===== config.mk =====
export PLATFORM = sky130hd
export DESIGN_NAME = adc_channel_sequencer
export DESIGN_NICKNAME = d
export VERILOG_FILES = /design/src/rtl/adc_seq_pkg.sv /design/src/rtl/adc_seq_next_ch.sv /design/src/rtl/adc_channel_sequencer.sv
export SDC_FILE = /design/constraint.sdc
export NUM_CORES = 1
export LEC_CHECK = 0
export ABC_AREA = 1
export ABC_CLOCK_PERIOD_IN_PS = 2000
export BUFFER_PORTS_ARGS = -buffer_cell sky130_fd_sc_hd__buf_4
export CAP_MARGIN = 5
export CORE_MARGIN = 2
export CORE_UTILIZATION = 52
export DETAILED_ROUTE_END_ITERATION = 6
export PLACE_DENSITY = 0.77
export SYNTH_ARGS = -nofsm -noshare
export SYNTH_HDL_FRONTEND = slang
export SYNTH_SLANG_ARGS = --single-unit
export TNS_END_PERCENT = 50

===== constraint.sdc =====
create_clock -name clock -period 2 [get_ports clock]
set_input_delay 0.1 -clock clock [delete_from_list [all_inputs] [get_ports clock]]
set_output_delay 0.1 -clock clock [all_outputs]
set_load 0.02 [all_outputs]

===== src/rtl/adc_seq_pkg.sv =====
`default_nettype none
// +----------------------------------------------------------------------------+
// | Package    : adc_seq_pkg                                                   |
// | Description: Shared widths, FSM encoding and helpers for the LTC2308 scan  |
// |              sequencer.                                                    |
// | Revision   : 1.0 - initial release                                         |
// +----------------------------------------------------------------------------+
package adc_seq_pkg;

  localparam int ADC_RES = 12;   // sample width from the driver
  localparam int CH_W    = 3;    // channel index width
  localparam int CODE_W  = 4;    // driver channel code {diff, ch}

  localparam logic [1:0] ST_IDLE  = 2'd0;
  localparam logic [1:0] ST_PRIME = 2'd1;
  localparam logic [1:0] ST_RUN   = 2'd2;

  // Lowest set bit of an (up to) 8-bit mask; 0 when the mask is empty.
  function automatic logic [CH_W-1:0] lowest_set(input logic [7:0] m);
    logic [CH_W-1:0] low;
    low = '0;
    for (int i = 7; i >= 0; i--) begin
      if (m[i]) low = CH_W'(i);
    end
    return low;
  endfunction

endpackage
`default_nettype wire


===== src/rtl/adc_seq_next_ch.sv =====
`default_nettype none
// +----------------------------------------------------------------------------+
// | Module     : adc_seq_next_ch                                               |
// | Description: Combinational picker: next set mask bit strictly above cur,   |
// |              wrapping to the lowest set bit, plus the highest set bit.     |
// | Revision   : 1.0 - initial release                                         |
// +----------------------------------------------------------------------------+
module adc_seq_next_ch
  import adc_seq_pkg::*;
#(
  parameter int NUM_CH = 8
) (
  input  logic [NUM_CH-1:0] mask,
  input  logic [CH_W-1:0]   cur,
  output logic [CH_W-1:0]   nxt,
  output logic              wrapped,
  output logic [CH_W-1:0]   highest
);

  logic [CH_W-1:0] w_low;

  // Scan downward so the last hit is the lowest qualifying bit.
  always_comb begin
    w_low   = '0;
    nxt     = '0;
    wrapped = 1'b1;
    highest = '0;
    for (int i = NUM_CH - 1; i >= 0; i--) begin
      if (mask[i]) w_low = CH_W'(i);
      if (mask[i] && (i > int'(cur))) begin
        nxt     = CH_W'(i);
        wrapped = 1'b0;
      end
    end
    if (wrapped) nxt = w_low;
    for (int i = 0; i < NUM_CH; i++) begin
      if (mask[i]) highest = CH_W'(i);
    end
  end

endmodule
`default_nettype wire


===== src/rtl/adc_channel_sequencer.sv =====
`default_nettype none
// +----------------------------------------------------------------------------+
// | Module     : adc_channel_sequencer                                         |
// | Description: Scan controller for the adc_ltc2308 driver. Rotates through   |
// |              an enabled-channel mask one channel per frame and tags each   |
// |              sample with the channel it was converted on (one-frame        |
// |              config-to-data pipeline). Optional macro ADC_SEQ_HOLD_EN adds |
// |              a per-channel latest-sample bank with rd_ch/rd_data ports.    |
// | Revision   : 1.0 - initial release                                         |
// +----------------------------------------------------------------------------+
module adc_channel_sequencer
  import adc_seq_pkg::*;
#(
  parameter int NUM_CH    = 8,
  parameter int DIFF_MODE = 0
) (
  input  logic               clock,
  input  logic               reset_n,
  input  logic               run,
  input  logic [NUM_CH-1:0]  ch_mask,
  input  logic               sleep_req,
  output logic               adc_start,
  output logic               adc_sleep,
  output logic [CODE_W-1:0]  adc_channel,
  input  logic               adc_ready,
  input  logic [ADC_RES-1:0] adc_data,
  output logic               m_valid,
  input  logic               m_ready,
  output logic [ADC_RES-1:0] m_data,
  output logic [CH_W-1:0]    m_ch,
  output logic               m_last,
  output logic               overrun,
  input  logic               overrun_clr,
  output logic               busy
`ifdef ADC_SEQ_HOLD_EN
  ,
  input  logic [CH_W-1:0]    rd_ch,
  output logic [ADC_RES-1:0] rd_data
`endif
);

  localparam logic c_diff = (DIFF_MODE != 0);

  logic [1:0]         r_state;
  logic               r_start;
  logic [CH_W-1:0]    r_cur_ch;
  logic [CH_W-1:0]    r_pend_ch;
  logic               r_pend_valid;
  logic [NUM_CH-1:0]  r_mask_q;
  logic               r_sleep_q;

  logic               r_m_valid;
  logic [ADC_RES-1:0] r_m_data;
  logic [CH_W-1:0]    r_m_ch;
  logic               r_m_last;
  logic               r_overrun;

  logic [CH_W-1:0]    w_nxt;
  logic               w_wrapped;
  logic [CH_W-1:0]    w_highest;
  logic [CH_W-1:0]    w_new_low;
  logic               w_mask_nz;
  logic               w_tagged;
  logic               w_load;
  logic               w_drop;

  adc_seq_next_ch #(
    .NUM_CH (NUM_CH)
  ) u_next (
    .mask    (r_mask_q),
    .cur     (r_cur_ch),
    .nxt     (w_nxt),
    .wrapped (w_wrapped),
    .highest (w_highest)
  );

  // A new scan pass starts from the lowest bit of the freshly sampled mask.
  assign w_new_low = lowest_set(8'(ch_mask));
  assign w_mask_nz = |ch_mask;

  // A sample carries a known tag only once a channel is pending in RUN.
  assign w_tagged = (r_state == ST_RUN) && run && adc_ready && r_pend_valid;
  assign w_load   = w_tagged && (!r_m_valid || m_ready);
  assign w_drop   = w_tagged && !w_load;

  // Scan FSM: channel rotation, pipeline tag and mask/sleep re-latch at wrap.
  always_ff @(posedge clock or negedge reset_n) begin
    if (!reset_n) begin
      r_state      <= ST_IDLE;
      r_start      <= 1'b0;
      r_cur_ch     <= '0;
      r_pend_ch    <= '0;
      r_pend_valid <= 1'b0;
      r_mask_q     <= '0;
      r_sleep_q    <= 1'b0;
    end else begin
      case (r_state)
        ST_IDLE: begin
          if (run && w_mask_nz) begin
            r_mask_q     <= ch_mask;
            r_sleep_q    <= sleep_req;
            r_cur_ch     <= w_new_low;
            r_pend_valid <= 1'b0;
            r_start      <= 1'b1;
            r_state      <= ST_PRIME;
          end
        end
        ST_PRIME, ST_RUN: begin
          if (!run) begin
            r_state      <= ST_IDLE;
            r_start      <= 1'b0;
            r_pend_valid <= 1'b0;
          end else if (adc_ready) begin
            // The channel configured this frame is converted into next frame's data.
            r_pend_ch    <= r_cur_ch;
            r_pend_valid <= 1'b1;
            r_state      <= ST_RUN;
            if (!w_wrapped) begin
              r_cur_ch <= w_nxt;
            end else begin
              r_mask_q  <= ch_mask;
              r_sleep_q <= sleep_req;
              if (w_mask_nz) begin
                r_cur_ch <= w_new_low;
              end else begin
                r_state      <= ST_IDLE;
                r_start      <= 1'b0;
                r_pend_valid <= 1'b0;
              end
            end
          end
        end
        default: begin
          r_state      <= ST_IDLE;
          r_start      <= 1'b0;
          r_pend_valid <= 1'b0;
        end
      endcase
    end
  end

  // One-deep output register; a tagged sample that cannot be loaded is lost.
  always_ff @(posedge clock or negedge reset_n) begin
    if (!reset_n) begin
      r_m_valid <= 1'b0;
      r_m_data  <= '0;
      r_m_ch    <= '0;
      r_m_last  <= 1'b0;
    end else if (w_load) begin
      r_m_valid <= 1'b1;
      r_m_data  <= adc_data;
      r_m_ch    <= r_pend_ch;
      r_m_last  <= (r_pend_ch == w_highest);
    end else if (m_ready) begin
      r_m_valid <= 1'b0;
    end
  end

  // Sticky overrun flag; a new drop beats a simultaneous clear.
  always_ff @(posedge clock or negedge reset_n) begin
    if (!reset_n) begin
      r_overrun <= 1'b0;
    end else if (w_drop) begin
      r_overrun <= 1'b1;
    end else if (overrun_clr) begin
      r_overrun <= 1'b0;
    end
  end

`ifdef ADC_SEQ_HOLD_EN
  logic [ADC_RES-1:0] r_bank [NUM_CH];

  // Latest tagged sample per channel, captured even when the stream drops it.
  always_ff @(posedge clock or negedge reset_n) begin
    if (!reset_n) begin
      for (int i = 0; i < NUM_CH; i++) r_bank[i] <= '0;
    end else if (w_tagged) begin
      r_bank[r_pend_ch] <= adc_data;
    end
  end

  assign rd_data = (int'(rd_ch) < NUM_CH) ? r_bank[rd_ch] : '0;
`endif

  assign adc_start   = r_start;
  assign adc_sleep   = r_sleep_q;
  assign adc_channel = {c_diff, r_cur_ch};
  assign busy        = (r_state != ST_IDLE);
  assign m_valid     = r_m_valid;
  assign m_data      = r_m_data;
  assign m_ch        = r_m_ch;
  assign m_last      = r_m_last;
  assign overrun     = r_overrun;

endmodule
`default_nettype wire


==> summary.md, run 1 <==
| Metric | Value |
|---|---|
| Clock transition at path regs | 100 ps |
| MaxCap Viol Count | 0 |
| Num CTS Buffers | 5 |
| Peak supply drop | 0.800 mV |
| Post-synth top area cell | dfrtp_1 |
| H-tree levels | 2 |
| Number of unique standard cell types used by synthesis | 25 |
| Min-Delay Path Class | input port to flip-flop |
| Most used DFF post-synth | dfrtp_1 |
| Setup CP Type | flip-flop to flip-flop |
| TritonCTS clock tree | yes |
| Layout area overhead | 33.0% |
| Final WL | 4270 um |
| Nets@finish | 349 |
| Hold_ws | 14.1 ps |
| Die width | 64.3 um |
| Compound-Gate Fraction of Synth Area | 9.05% |
| Cell mode on critical path | inv_1 |
| Placer congestion estimate | 0.842 |
| Status | finished, final reports clean |
| Synthesis Warnings | 0 |
| Mapped Avg Cell Area | 7.57 um2 |
| Worst EP arrival | 2060 ps |
| Mapped cell area | 1890 um2 |
| Critical Path Fanout Max | 14 |
| Fin crit share | 90.6% |
| Count of final hold-check violations | 0 |
| Area of the core | 3420 um2 |
| Clock Sinks | 36 |
| Largest net degree at the start of global routing | 37 |
| RSZ-0062 raised after global routing | false |
| Initial antenna violation count | 0 |
| Global-route wire length before repair | 7400 um |
| Pre-antenna DRT Iters | 5 |
| Port Buffer Count | 50 |
| CP startpoint | r_state[0]$_DFFE_PN0P_ |
| Initial Utilization | 55.4% |
| Longest Clk Path Bufs | 2 |
| Peak Freq | 552 MHz |
| Cells on worst reg2reg path | 8 |
| Critical Path Sink Type | flip-flop |
| Die H | 64.3 um |
| Synth Area in Adders | 1.98% |
| Ys async rst share | 100% |
| Synth area leaders | dfrtp_1 48%, nand2_1 19%, inv_1 5.4% |
| Setup violators final | 0 |
| Postcts setup bufs | 0 |
| Leakage | 0.00139 uW |
| Crit path buffers/inverters | 2 |
| FF-to-FF Start | r_state[0]$_DFFE_PN0P_ |
| Worst path depth | 8 |
| Worst Clk Skew | 5.39 ps |
| Total GRT Usage | 22.9% |
| Simple-gate portion of the synthesized area | 33.3% |
| Cell count after synthesis | 250 |
| Total number of vias | 1787 |
| R2r endpoint | r_mask_q[1]$_DFFE_PN0P_ |
| DRT iter0 DRCs | 69 |
| Residual DRC count | 0 |
| CP peak stage delay | 380 ps |
| Ratio of cells with drive above 1 in the final layout | 23.4% |
| Ordered list of cells on the worst path | inv_1 -> ha_1 -> inv_1 -> nor2_1 -> nor2_2 -> nand2_4 -> nand2_1 -> o21ai_2 |
| PD cells | 1400 nW/um2 |
| WP data required | 2250 ps |
| Post-synth EDFFs | 0 |
| Kind of start point of the critical path | flip-flop |
| Count leader, synth | nand2_1 |
| Latest clock arrival within the worst-skew pair | 350 ps |
| # rows | 21 |
| Total Power | 3530 uW |
| Vias per cell | 4.88 |
| CP Capture Point | r_mask_q[1]$_DFFE_PN0P_ |
| Worst R2R Setup Slack | 190 ps |
| Clock Root Buffer | clkbuf_4 |
| Slew Viols, Final | 0 |
| Post-synthesis mux area share | 0% |
| Via count of the first global-routing pass | 1689 |
| Commonest cells post-synth | 97 x nand2_1, 36 x dfrtp_1, 27 x inv_1 |
| Top cell type's share of synthesized area | 47.6% |
| Total Neg Setup Slack | 0 ps |
| Final Critical Period | 1810 ps |
| Antenna-violating nets left | 0 |
| Die Footprint | 4140 um2 |
| HPWL Detailed | 2960 um |
| Critical path's top delay family | simple AND/OR/NAND/NOR gates |
| Largest family of logic cells by synthesized area | simple AND/OR/NAND/NOR gates |
| Routed len/inst | 11.7 um |
| Mapped Nets | 280 |
| Post-synthesis xor/xnor area fraction | 0.925% |
| # IOs | 52 |
| GRT Residual Overflow | 0 |
| Crit-path slowest cell | dfrtp_1 |
| Sequential element share of the synthesized area | 47.6% |
| Ant. Diodes | 0 |
| #FFs+latches synth | 36 |
[layout make-up]
| class | instances | area [um2] |
|---|---|---|
| fill | 256 | 897 |
| multi-input combinational | 182 | 863 |
| inverter | 28 | 105 |
| tap | 46 | 57.6 |
| sequential | 36 | 901 |
| timing repair buffer | 66 | 533 |
| clock buffer | 8 | 58.8 |
[metrics by stage]
step	setup WS, ps	area, um2	std cells	util (%)
floorplan	315	1890	250	-
global placement	233	2310	343	67.5
detailed placement	118	2310	343	67.5
CTS	107	2520	366	73.7
global route	70.5	2520	366	73.7
finish	187	2520	366	73.7
[how the worst min path moves through the flow]
stage,slack [ps],endpoint,startpoint,cells past startpoint
after floorplan,-200,adc_sleep$_DFFE_PN0P_,reset_n,0
after global placement,80,m_data[0]$_DFFE_PN0P_,reset_n,1
after detailed placement,80,m_data[0]$_DFFE_PN0P_,reset_n,1
after CTS,0.6,m_valid$_DFFE_PN0P_,m_ready,4
after global routing,30,m_valid$_DFFE_PN0P_,m_ready,4
final,10,m_valid$_DFFE_PN0P_,m_ready,4
[worst register-to-register path, delay by kind of cell, from the launching register on]
| kind | cells | cell delay (ps) |
|---|---|---|
| buffers and inverters | 2 | 280 |
| and+or+nand+nor | 4 | 650 |
| adders and majority gates | 1 | 360 |
| AOI/OAI and AO/OA | 1 | 50 |
| DFF | 1 | 380 |
[what timing repair did]
action,CTS,global route
hold buffers,15,0
endpoints found under the hold margin,50,0
setup endpoints to repair,0,11
resized for setup,0,1
[logic make-up (layout without fill, tap and decap cells)]
| logic type | after synthesis | after routing |
|---|---|---|
| AND/OR/NAND/NOR | 149 | 149 |
| AO/OA/AOI/OAI | 27 | 27 |
| buffers and inverters | 32 | 102 |
| other | 1 | 1 |
| XOR/XNOR | 2 | 2 |
| flip-flops | 36 | 36 |
| adder cells (fa/ha/maj) | 3 | 3 |
[power breakdown]
group	leakage, uW	internal, uW	total (uW)	switching (uW)
registers	0.000469	1010	1240	228
logic	0.000886	728	1880	1150
clock network	0.0000326	173	409	235
total	0.00139	1920	3530	1620
[cells in the final DEF, fill, tap and decap left out, drive strengths merged]
cell         Yosys  final
conb             1      1
a21oi            4      4
ha               3      3
nor3             2      2
nand3           17     17
dfrtp           36     36
o22ai            1      1
xor2             2      2
buf              2     51
nor2            24     24
nand2          103    103
o21ai           21     21
inv             28     28
nand4            1      1
a31oi            1      1
dlygate4sd3      0     15
nand3b           2      2
clkbuf           2      8
[routing by layer]
layer / vias to the layer above / global-route usage (%) / wire length [um] / part of all wire, %
met5: - / 0 / 0 / 0
met4: 0 / 10.9 / 88 / 2.1
met3: 9 / 4.58 / 250 / 5.9
met2: 63 / 37.6 / 1990 / 47
met1: 797 / 28.9 / 1940 / 45
li1: 918 / - / - / -
[state kept, by name, indices dropped and copies added, names as in the netlist, 2 cells and up]
| register | cells |
|---|---|
| m_data | 12 |
| r_mask_q | 7 |
| m_ch | 3 |
| r_cur_ch | 3 |
| r_pend_ch | 3 |
| r_state | 2 |
(Power assumes the default switching activity.)
==> inputs of run 2 (changes only) <==
==> constraint.sdc (replaced) <==
create_clock -name clock -period 2 [get_ports clock]
set_input_delay 0.3 -clock clock [delete_from_list [all_inputs] [get_ports clock]]
set_output_delay 0.3 -clock clock [all_outputs]
set_load 0.02 [all_outputs]
==> run 2 against run 1 <==
Compared with the run above: routed wire length fell by 10%; largest power group unchanged; sequential power barely moved; flip-flop and latch count did not move; critical path depth did not move; combinational power barely moved; critical path type unchanged; critical endpoint is now r_mask_q[7]$_DFFE_PN0P_; non-clock buffer count fell by 14; clock power fell by 15%; utilization fell by 4.5 points.
==> summary.md, run 2 (synthesis gave the netlist of run 1 again) <==
| Metric | Value |
|---|---|
| Status | finished, final reports clean |
| FF-to-FF Start | r_state[0]$_DFFE_PN0P_ |
| Total Power | 3430 uW (-2.9%) |
| Layout area overhead | 25.0% |
| MaxCap Viol Count | 0 (unchanged) |
| Setup CP Type | flip-flop to flip-flop |
| CP peak stage delay | 360 ps (-20 ps) |
| Initial Utilization | 55.4% (unchanged) |
| # IOs | 52 (unchanged) |
| Antenna-violating nets left | 0 (unchanged) |
| Ordered list of cells on the worst path | inv_1 -> ha_1 -> inv_1 -> nor2_1 -> nor2_2 -> nand2_4 -> nand2_1 -> o21ai_2 |
| Residual DRC count | 0 (unchanged) |
| WP data required | 2230 ps (-20 ps) |
| Clock transition at path regs | 100 ps (about the same) |
| Fin crit share | 88.2% (-2.4 points) |
| Worst Clk Skew | 3.24 ps (-2.15 ps) |
| Longest Clk Path Bufs | 2 (unchanged) |
| Via count of the first global-routing pass | 1577 (-6.6%) |
| Port Buffer Count | 50 (unchanged) |
| Total GRT Usage | 20.1% (-2.8 points) |
| Commonest non-fill, non-tap cell in the layout | nand2_1 |
| Global-route wire length before repair | 6600 um (-11%) |
| Number of flip-flops in the largest register | 12 (unchanged) |
| Die Footprint | 4140 um2 (unchanged) |
| Most frequent cells in the layout | 97 x nand2_1, 51 x buf_4, 36 x dfrtp_1 |
| Largest net degree at the start of global routing | 37 (unchanged) |
| Count of final hold-check violations | 0 (unchanged) |
| Routed len/inst | 10.9 um (-6.4%) |
| CP startpoint | r_state[0]$_DFFE_PN0P_ |
| Initial antenna violation count | 0 (unchanged) |
| Worst EP arrival | 1990 ps (-70 ps) |
| # rows | 21 (unchanged) |
| Die width | 64.3 um (unchanged) |
| Critical Path Fanout Max | 14 (unchanged) |
| Vias per cell | 4.83 (-1.2%) |
| Area of the core | 3420 um2 (unchanged) |
| Min-Delay Path Class | input port to flip-flop |
| Die H | 64.3 um (unchanged) |
| Peak supply drop | 1.04 mV (+30%) |
| Cell mode on critical path | inv_1 |
| Total number of vias | 1694 (-5.2%) |
| Setup violators final | 0 (unchanged) |
| PD cells | 1450 nW/um2 (+3.4%) |
| GRT Residual Overflow | 0 (unchanged) |
| Ant. Diodes | 0 (unchanged) |
| Kind of start point of the critical path | flip-flop |
| Slew Viols, Final | 0 (unchanged) |
| Critical path's top delay family | simple AND/OR/NAND/NOR gates |
| Critical Path Sink Type | flip-flop |
| Pre-antenna DRT Iters | 4 (-1) |
| H-tree levels | 2 (unchanged) |
| Clock Sinks | 36 (unchanged) |
| Final WL | 3830 um (-10%) |
| TritonCTS clock tree | yes |
| Placer congestion estimate | 0.837 (-0.61%) |
| Hold path startpoint | overrun_clr |
| Crit-path slowest cell | dfrtp_1 |
| Leakage | 0.00132 uW (-4.5%) |
| RSZ-0062 raised after global routing | false |
| HPWL Detailed | 2920 um (-1.2%) |
| Peak Freq | 567 MHz (+2.7%) |
| Latest clock arrival within the worst-skew pair | 330 ps (-20 ps) |
| Crit path buffers/inverters | 2 (unchanged) |
| Num CTS Buffers | 5 (unchanged) |
| Total Neg Setup Slack | 0 ps (unchanged) |
| Final Critical Period | 1760 ps (-48.5 ps) |
| DRT iter0 DRCs | 63 (-8.7%) |
| Clock Root Buffer | clkbuf_4 |
| Ratio of cells with drive above 1 in the final layout | 24.6% (+1.2 points) |
| Nets@finish | 335 (-4.0%) |
==> run 2: changes by cell type in the layout (fill, tap and decap cells not counted), sizes merged <==
cell         before  now
clkinv            0    1
dlygate4sd3      15    1
clkbuf            8    6
==> run 2: what timing repair did <==
item                                    CTS  global route
resized for setup                         0             1
hold endpoints to repair                 36             0
setup buffers                             0             0
hold buffers                              1             0
endpoints found under the setup margin    0            11
==> run 2: routing by layer <==
layer | share of wire [%] | GRT usage, % | up-vias
met5 | 0 | 0 | -
met4 | 1.1 | 5.85 | 0
met3 | 6.4 | 5.11 | 5
met2 | 47 | 34.4 | 61
met1 | 45 | 25.1 | 744
li1 | - | - | 884
==> run 2: worst paths after layout <==
path / cells past startpoint / slack [ps] / to
max: 8 / 240 / r_mask_q[7]$_DFFE_PN0P_
min: 2 / 160 / overrun$_DFFE_PN0P_
max reg2reg: 8 / 240 / r_mask_q[7]$_DFFE_PN0P_
min reg2reg: 2 / 480 / m_data[10]$_DFFE_PN0P_
max in group asynchronous: 2 / 1240 / m_data[4]$_DFFE_PN0P_
min in group asynchronous: 2 / 450 / m_data[1]$_DFFE_PN0P_
==> run 2: power breakdown <==
part           switching [uW]  leakage (uW)  internal [uW]  total, uW
sequential                222      0.000469           1010       1240
combinational            1140      0.000827            710       1850
clock                     216     0.0000281            129        346
==> run 2: through the flow <==
step                      setup WS [ps]  util, %  hold slack, ps  area, um2  std cells
after detailed placement            153     67.5             275       2310        343
after global placement              232     67.5             279       2310        343
after global routing               65.9     69.3             142       2370        351
after CTS                           120     69.2             140       2360        351
after floorplan                     315        -            4.41       1890        250
final                               236     69.3             158       2370        351
==> run 2: final cells by class <==
type                    instances  area, um2
repair buffers                 52        393
well taps                      46       57.6
flip-flops and latches         36        901
clock buffers                   6       41.3
multi-input cells             182        863
inverters                      28        105
clock inverters                 1       5.00
fillers                       302       1050
==> inputs of run 3 (changes only) <==
Settings changed: ABC_CLOCK_PERIOD_IN_PS 2000 to 1770, CTS_CLUSTER_SIZE from default to 16.
Clock period 2 ns to 1.77 ns, I/O delays scaled along.
==> run 3 against run 2 <==
Compared with the run above: global-route usage is 1.1 points higher; clock skew is 13 ps higher; clock power is 29% higher; clock-buffer cell count is 2 higher; final cell count is 1.7% higher; via count is 1.6% higher; sequential share of layout area is 0.69 points lower; worst setup slack worse by 110 ps; hold slack worse by 53 ps; non-clock buffer count is 5 higher; largest cell class unchanged.
==> summary.md, run 3 (synthesis gave the netlist of run 1 again) <==
| Metric | Value |
|---|---|
| Worst EP arrival | 1870 ps (-120 ps) |
| Number of flip-flops in the largest register | 12 (unchanged) |
| Final WL | 3960 um (+3.4%) |
| Setup violators final | 0 (unchanged) |
| Longest Clk Path Bufs | 2 (unchanged) |
| Num CTS Buffers | 5 (unchanged) |
| Ratio of cells with drive above 1 in the final layout | 26.0% (+1.5 points) |
| Largest net degree at the start of global routing | 37 (unchanged) |
| Total GRT Usage | 21.2% (+1.1 points) |
| Met2 wire len | 1850 um (+1.6%) |
| WL met3 | 221 um (-10%) |
| Clock Root Buffer | clkbuf_4 |
| Pre-antenna DRT Iters | 4 (unchanged) |
| Routed len/inst | 11.1 um (+1.7%) |
| # rows | 21 (unchanged) |
| Vias per cell | 4.82 (-0.11%) |
| Die Footprint | 4140 um2 (unchanged) |
| Layout Utilization | 70.7% (+1.5 points) |
| Clock Sinks | 36 (unchanged) |
| MaxCap Viol Count | 0 (unchanged) |
| RSZ-0062 raised after global routing | false |
| Area of the core | 3420 um2 (unchanged) |
| Reg area | 903 um2 (+0.28%) |
| H-tree levels | 2 (unchanged) |
| Final worst slack | 121 ps (-114 ps) |
| Global-route wire length before repair | 6800 um (+3.0%) |
| CP startpoint | r_state[0]$_DFFE_PN0P_ |
| Hold_ws | 104 ps (-53.3 ps) |
| GRT Residual Overflow | 0 (unchanged) |
| Placed Cells | 348 (+1.5%) |
| Die width | 64.3 um (unchanged) |
| DRT met1 WL | 1830 um (+6.3%) |
| HPWL Detailed | 3030 um (+3.7%) |
| TritonCTS clock tree | yes |
| Kind of start point of the critical path | flip-flop |
| Total number of vias | 1721 (+1.6%) |
| Highest routed layer | met4 |
| Post-Layout Cell Count | 357 (+1.7%) |
| Total Neg Setup Slack | 0 ps (unchanged) |
| Leakage | 0.00135 uW (+1.9%) |
| Worst Clk Skew | 15.9 ps (+12.6 ps) |
| Count of final hold-check violations | 0 (unchanged) |
| Residual DRC count | 0 (unchanged) |
| Peak Freq | 607 MHz (+7.0%) |
| Min-Delay Path Class | input port to flip-flop |
| Placer congestion estimate | 0.895 (+6.9%) |
| Critical Path Sink Type | flip-flop |
| Initial Utilization | 55.4% (unchanged) |
| Antenna-violating nets left | 0 (unchanged) |
| Die H | 64.3 um (unchanged) |
| Fin crit share | 93.1% (+4.9 points) |
| Setup WS pre-CTS | 165 ps (+11.6 ps) |
| Latest clock arrival within the worst-skew pair | 330 ps (about the same) |
| Clock transition at path regs | 110 ps (about the same) |
| Via count of the first global-routing pass | 1600 (+1.5%) |
| PD cells | 1670 nW/um2 (+15%) |
| Fillers | 334 (+11%) |
| Peak supply drop | 1.06 mV (+2.5%) |
| Port Buffer Count | 50 (unchanged) |
| # IOs | 52 (unchanged) |
| Layout area overhead | 27.6% |
| Most frequent cells in the layout | 97 x nand2_1, 56 x buf_4, 34 x dfrtp_1 |
| Multi-input logic area | 861 um2 (-0.29%) |
| Hold path startpoint | overrun_clr |
| WP data required | 1990 ps (-240 ps) |
| Final Critical Period | 1650 ps (-116 ps) |
| Critical Path Fanout Max | 14 (unchanged) |
| Status | finished, final reports clean |
| Slew Viols, Final | 0 (unchanged) |
| Commonest non-fill, non-tap cell in the layout | nand2_1 |
| FF-to-FF Start | r_state[0]$_DFFE_PN0P_ |
| Ant. Diodes | 0 (unchanged) |
| DRT iter0 DRCs | 59 (-6.3%) |
| Initial antenna violation count | 0 (unchanged) |
| Setup CP Type | flip-flop to flip-flop |
| Nets@finish | 340 (+1.5%) |
run 3: worst max-delay path, stage by stage, from the launching register on:
cell and delay (ps):
dfrtp_1 400, inv_1 100, ha_1 250, inv_1 70, nor2_1 60, nor2_1 290, nand2_4 200, nand2_1 130
o21ai_2 50
run 3: through the flow:
step | total power (uW) | area [um2]
3_3_place_gp | 3550 | 2340
2_1_floorplan | 2880 | 1890
6_report | 4050 | 2420
5_1_grt | 4400 | 2420
4_1_cts | 4060 | 2410
3_5_place_dp | 3600 | 2340
run 3: repair_timing:
item,in CTS,in global routing
hold buffers,1,0
hold endpoints to repair,36,0
gates resized for setup,0,2
buffers inserted,0,0
setup endpoints to repair,0,9
run 3: per-layer routing:
metal	GRT usage (%)	vias up
met5	0	-
met4	7.71	0
met3	3.35	8
met2	35.7	49
met1	27.7	765
li1	-	899
run 3: report_power, final:
group / switching [uW] / internal, uW
Clock: 252 / 196
Sequential: 242 / 1150
Combinational: 1330 / 875
run 3: final timing paths:
| check | cells after the start | slack [ps] | endpoint |
|---|---|---|---|
| worst max-delay path | 8 | 120 | r_mask_q[7]$_DFFE_PN0P_ |
| worst min-delay path | 2 | 100 | overrun$_DFFE_PN0P_ |
| worst max register to register | 8 | 120 | r_mask_q[7]$_DFFE_PN0P_ |
| worst min register to register | 2 | 480 | m_data[10]$_DFFE_PN0P_ |
| max in group asynchronous | 2 | 1040 | r_cur_ch[2]$_DFFE_PN0P_ |
| min in group asynchronous | 2 | 410 | r_pend_ch[1]$_DFFE_PN0P_ |
run 3: layout make-up:
cell class	instances	area share [%]
sequential	36	37.4
clock buffer	8	2.43
multi-input combinational	182	35.6
tap	46	2.38
inverter	28	4.35
timing repair buffer	57	17.8
